File: src/rtl/segment_reader.sv
// Recovers hex digits from a multiplexed 7-segment display bus.
// A digit is captured once its pattern has been stable for STABLE_CYCLES edges.
module segment_reader #(
    parameter int STABLE_CYCLES = 4
) (
    input  logic        clk,
    input  logic        rst,
    input  logic [8:0]  seg,
    input  logic [3:0]  dig_en,
    output logic [15:0] hex,
    output logic [3:0]  dp_out,
    output logic [3:0]  valid,
    output logic [3:0]  err,
    output logic        capture,
    output logic        frame_done
);

    localparam logic [7:0] SAT  = 8'(STABLE_CYCLES);
    localparam logic [7:0] LAST = 8'(STABLE_CYCLES - 1);

    logic [8:0] stage_seg;
    logic [3:0] stage_en;
    logic [7:0] cnt;
    logic [3:0] seen;

    logic       onehot;
    logic       changed;
    logic       fire;
    logic [1:0] idx;
    logic       known;
    logic       blank;
    logic [3:0] val;
    logic [3:0] seen_nxt;

    always_comb begin
        onehot  = (dig_en != 4'd0) && ((dig_en & (dig_en - 4'd1)) == 4'd0);
        changed = (seg != stage_seg) || (dig_en != stage_en) || !onehot;
        fire    = !changed && (cnt == LAST);
        // Only meaningful when dig_en is one-hot, which fire guarantees.
        idx      = {dig_en[3] | dig_en[2], dig_en[3] | dig_en[1]};
        seen_nxt = seen | dig_en;
        blank    = (seg[7:0] == 8'h00);
    end

    always_comb begin
        known = 1'b1;
        val   = 4'h0;
        unique case (seg[7:0])
            8'h3F: val = 4'h0;
            8'h06: val = 4'h1;
            8'hDB: val = 4'h2;
            8'h4F: val = 4'h3;
            8'hE6: val = 4'h4;
            8'hED: val = 4'h5;
            8'hFD: val = 4'h6;
            8'h07: val = 4'h7;
            8'hFF: val = 4'h8;
            8'hEF: val = 4'h9;
            8'hF7: val = 4'hA;
            8'hFC: val = 4'hB;
            8'h39: val = 4'hC;
            8'hDE: val = 4'hD;
            8'hB9: val = 4'hE;
            8'hB1: val = 4'hF;
            default: known = 1'b0;
        endcase
    end

    always_ff @(posedge clk or posedge rst) begin
        if (rst) begin
            stage_seg  <= '0;
            stage_en   <= '0;
            cnt        <= '0;
            seen       <= '0;
            hex        <= '0;
            dp_out     <= '0;
            valid      <= '0;
            err        <= '0;
            capture    <= 1'b0;
            frame_done <= 1'b0;
        end else begin
            stage_seg  <= seg;
            stage_en   <= dig_en;
            capture    <= 1'b0;
            frame_done <= 1'b0;
            if (changed)
                cnt <= '0;
            else if (cnt != SAT)
                cnt <= cnt + 8'd1;
            if (fire) begin
                capture     <= 1'b1;
                dp_out[idx] <= seg[8];
                if (known) begin
                    hex[idx*4 +: 4] <= val;
                    valid[idx]      <= 1'b1;
                    err[idx]        <= 1'b0;
                end else begin
                    valid[idx] <= 1'b0;
                    err[idx]   <= !blank;
                end
                if (seen_nxt == 4'hF) begin
                    frame_done <= 1'b1;
                    seen       <= '0;
                end else begin
                    seen <= seen_nxt;
                end
            end
        end
    end

endmodule

File: config.mk
export PLATFORM = sky130hd
export DESIGN_NAME = segment_reader
export DESIGN_NICKNAME = d
export VERILOG_FILES = /design/src/rtl/segment_reader.sv
export SDC_FILE = /design/constraint.sdc
export NUM_CORES = 1
export LEC_CHECK = 0
export CAP_MARGIN = 20
export CORE_UTILIZATION = 50
export CTS_BUF_LIST = sky130_fd_sc_hd__clkbuf_8
export DETAILED_ROUTE_END_ITERATION = 16
export DONT_BUFFER_PORTS = 1
export HOLD_SLACK_MARGIN = 0.15
export MAX_ROUTING_LAYER = met4
export RECOVER_POWER = 50
export SLEW_MARGIN = 40
export SYNTH_ARGS = -nofsm -noshare
export SYNTH_HDL_FRONTEND = slang
export SYNTH_SLANG_ARGS = --single-unit
File: constraint.sdc
create_clock -name clk -period 2.65 [get_ports clk]
set_input_delay 0.795 -clock clk [delete_from_list [all_inputs] [get_ports clk]]
set_output_delay 0.795 -clock clk [all_outputs]
set_load 0.05 [all_outputs]
# Yosys cells after proc, flatten, opt, wreduce, memory -nomap -nowiden
# Cells that the tools add are included.
# totals
register_bits	55
output_inout_bits	30
wordCells	75
# op_classes
add_sub_neg	3
n_lt_le_gt_ge	2
n_eq_ne	21
n_shift	2
n_mux	15
bitwise_logic	8
n_reduce_logical	14
# ops
op	n
8-bit equality test, second input constant	11
4-bit case mux with 15 select lines	1
4-bit negation with 34-bit output	1
4-bit by 34-bit variable shift with 16-bit output, first input constant	1
4-bit by 34-bit variable part select with 16-bit output	1
16-bit bitwise mux	1
8-bit by 3-bit equality test with 1-bit output, second input constant	2
8-bit by 6-bit equality test with 1-bit output, second input constant	2
8-bit two-way mux	2
16-bit OR reduction	1
4-bit AND	3
4-bit two-way mux	3
9-bit != test	1
8-bit by 1-bit adder with 8-bit output, second input constant	1
4-bit bitwise mux	2
8-bit by 2-bit equality test with 1-bit output, second input constant	1
8-bit by 7-bit equality test with 1-bit output, second input constant	1
8-bit logical NOT	1
8-bit by 3-bit != test with 1-bit output, second input constant	1
4-bit bitwise OR	2
1-bit two-way mux	5
4-bit equality test, second input constant	1
4-bit logical NOT	1
4-bit != test	1
other kinds (12)	18

# Logic depth before layout (Yosys ltp)
# depth
ltp_word	9
depth_mapped	8

# Least setup slack after synthesis
# OpenSTA, ideal clock, no wires.
# synth_timing
kind	input port to flip-flop
from	input seg[3]
to	register err[3]
setup_time_ns	0.125
arrival_ns	2.379
required_ns	2.525
path_slack_ns	0.146
cell_stages	7
path_buffers	1
path_cell_list	buf_2 > or4_4 > a2111oi_4 > a21oi_2 > nand2_4 > nor3_2 > mux2_4
# synth_via
elab_chain_cells	5
# synth_lines
element	line_no	rtl
start, declared	8	input logic [8:0] seg,
branches (longest 5 deep; another with 16-bit OR reduction)	-	
end signal, assigned by index	99	err[idx] <= !blank;
end, declared	13	output logic [3:0] err,
# Several ways; the timed one is not identified.
# A chain may end at the register's enable or synchronous reset.

# Final worst setup path
# layout_timing
from	register cnt[3]
to	register dp_out[3]
# layout_via
elab_chain_cells	2
# layout_lines
element	line_no	rtl
start, declared	23	logic [7:0] cnt;
start signal, assigned	89	cnt <= cnt + 8'd1;
8-bit by 2-bit equality test with 1-bit output	38	fire = !changed && (cnt == LAST);
1-bit logical AND	38	
end signal, assigned by index	92	dp_out[idx] <= seg[8];
end, declared	11	output logic [3:0] dp_out,
# Every way passes these cells.

==> flow_summary.json <==
{
  "fin_util_pct": 56.79,
  "finalHoldViolCount": 0,
  "synth_cells": 281,
  "die-area_um2": 6358,
  "grt_pass1_wl_um": 9715,
  "firstDrtPassIters": 4,
  "netlist_area_um2": 3022,
  "worstPathArrival_ns": 2.39,
  "pre_cts_ws_ns": 0.2448,
  "fin_skew_ns": 0.01677,
  "peakVddDrop_mv": 0.2864,
  "wl_per_cell_um": 16.07,
  "die_x_um": 79.74,
  "grt_setup_unrepaired": "no",
  "yosysMostFrequentCell": "dfrtp_1",
  "maxCapViolations": 0,
  "clk_latency_ns": 0.31,
  "yosysWarnings": 0,
  "fmax_mhz": 458.9,
  "grt_pass1_vias": 1936,
  "postSynthAreaPerCell_um2": 10.75,
  "fin_cells": 358,
  "core.rowCount": 27,
  "drt-met1-wl_um": 2817,
  "syn-num-nets": 306,
  "worst_slack_ns": 0.4709,
  "drt-total-wl_um": 5753,
  "place_inst": 350,
  "setup_viol": 0,
  "root_buffer": "clkbuf_8",
  "relSlewSlack_pct": 41.89,
  "track_usage_pct": 20.70,
  "drc_errors": 0,
  "wl_met3_um": 220,
  "power.density_nw_per_um2": 469.7,
  "final.period_utilization_pct": 82.23,
  "yosysUniqueCellTypes": 53,
  "syn_to_final_growth_pct": 6.667,
  "fin_nets": 310,
  "cts_setup_buffers": 0,
  "final.setup.tns_ns": 0,
  "start_util_pct": 53.24,
  "required_ns": 2.86,
  "grt_max_degree": 33,
  "cts_tree": "done",
  "cp_max_fo": 6,
  "leakagePower_nw": 1.579,
  "synth.ff_latch_count": 55,
  "ant_nets": 0,
  "clkTransAtPathRegs_ns": 0.10,
  "crit_path_start_kind": "flop",
  "wl_met2_um": 2652,
  "ys_top_cells_by_count": "dfrtp_1, nand2_1, nor2_1",
  "crit_path_end_kind": "flop",
  "dp_hpwl_um": 4143,
  "gr-total-overflow": 0,
  "drt-initial-drc-count": 84,
  "synth.largest_area_cell": "dfrtp_1",
  "ctsResizeCount": 0,
  "viasPerCell": 5.489,
  "setup.worst_path.class": "flop to flop",
  "num_vias": 1965,
  "ys.flop_type": "dfrtp_1",
  "num_antenna_cells": 0,
  "cts_made_buffers": 5,
  "drv_slew": 0,
  "io_buffer_count": 0,
  "cts_num_sinks": 55,
  "antenna_found_initial": 0,
  "async_flop_share_pct": 100.0,
  "hold_class": "primary input to flop",
  "drive_above_1_share_pct": 15.38,
  "synth_area_leaders": "dfrtp_1, mux2i_1, xor2_1, ha_1, nand2_1",
  "htreeDepth": 2,
  "core_area_um2": 5675,
  "cts.hold.buffers_added": 0,
  "period_needed_ns": 2.179,
  "synth-seq-area-share_pct": 45.55,
  "gp_congestion": 0.8774,
  "ios": 45,
  "status": "finished clean",
  "synth_top_area_share_pct": 45.55,
  "synth_edf_count": 0,
  "worst_slew_pin_slew_ns": 0.8706,
  "top_layer_used": "met4",
  "fin_total_pwr_mw": 1.514,
  "die_y_um": 79.74,
  "clock_path_buffers": 2
}
## power by group
| part | switching, mW | internal, mW | leakage [nW] | total [mW] |
|---|---|---|---|---|
| clock | 0.282 | 0.282 | 0.0599 | 0.564 |
| combinational | 0.0607 | 0.0358 | 0.864 | 0.0965 |
| sequential | 0.00445 | 0.849 | 0.655 | 0.853 |
| total | 0.347 | 1.17 | 1.58 | 1.51 |
## stage by stage
stage	instance area, µm²	hold WS (ns)
floorplan	3022	0.4628
global placement	3127	0.4772
detailed placement	3127	0.4925
CTS	3238	0.4019
global route	3223	0.4775
finish	3223	0.4996
## state kept, by name, summed over array words and instances, names as in the netlist, named ones only
register and flops:
hex 16, stage_seg 9, cnt 8, dp_out 4, err 4, seen 4, stage_en 4, capture 1
frame_done 1
## logic make-up after synthesis
| logic type | count (synthesis) | share of synthesized area (%) |
|---|---|---|
| AOI/OAI and AO/OA | 31 | 9.151 |
| DFF | 55 | 45.55 |
| xor gates and xnor gates | 17 | 4.928 |
| buffers and inverters | 33 | 4.638 |
| and+or+nand+nor | 107 | 21.32 |
| muxes | 28 | 10.27 |
| adders and majority gates | 10 | 4.141 |
## layer usage
layer,vias up,track usage [%]
met3,5,4.571
met4,0,5.357
met2,45,30.17
li1,969,-
met5,-,-
met1,946,29.28
## final cells by class
cell class | instances | area, µm²
sequential | 55 | 1376
multi-input combinational | 193 | 1505
timing repair buffer | 8 | 57.56
inverter | 22 | 82.58
tap | 72 | 90.09
clock buffer | 5 | 68.82
clock inverter | 3 | 42.54
fill | 501 | 2452
## final timing paths
path,start,to,slack [ns],cells after the start
worst max-delay path,cnt[3]$_DFFE_PP0P_,dp_out[3]$_DFFE_PP0P_,0.47,7
worst min-delay path,seg[8],stage_seg[8]$_DFF_PP0_,0.50,0
worst max register to register,cnt[3]$_DFFE_PP0P_,dp_out[3]$_DFFE_PP0P_,0.47,7
worst min register to register,seen[2]$_DFFE_PP0P_,seen[2]$_DFFE_PP0P_,0.51,2
max in group asynchronous,rst,err[2]$_DFFE_PP0P_,0.82,2
min in group asynchronous,rst,cnt[7]$_DFFE_PP0P_,0.54,1
## critical path, stage by stage (launching register included)
cell and delay, ns:
dfrtp_1 0.44, or4_4 0.56, nor2_4 0.12, nand3b_2 0.17
nor3_4 0.23, buf_4 0.18, nand2_4 0.07, mux2_1 0.30
## cell usage in the layout, fill, tap and decap left out, types with 2 or more instances in the layout
cell       n
nand2_1   25
xnor2_1    2
a21oi_1   10
nand3b_1   5
nor2_1    23
xor2_1    15
mux2_2     3
nor3b_1    2
nor4_1     2
and3_1     2
o22ai_1    2
nor4_2     2
or3_1      2
clkbuf_8   5
ha_1      10
mux2_4     4
o211ai_4   4
dfrtp_1   55
nand3_1   10
mux2i_1   16
o21ai_0    5
mux2_1     5
buf_4      7
inv_1     23
nor3_1     6
nand4_1    4
or2_1      2
nand2_4    3
nand2b_1   4
or4_4      2
nor3_2     2
Note: power is estimated with default switching activity, not from simulation.
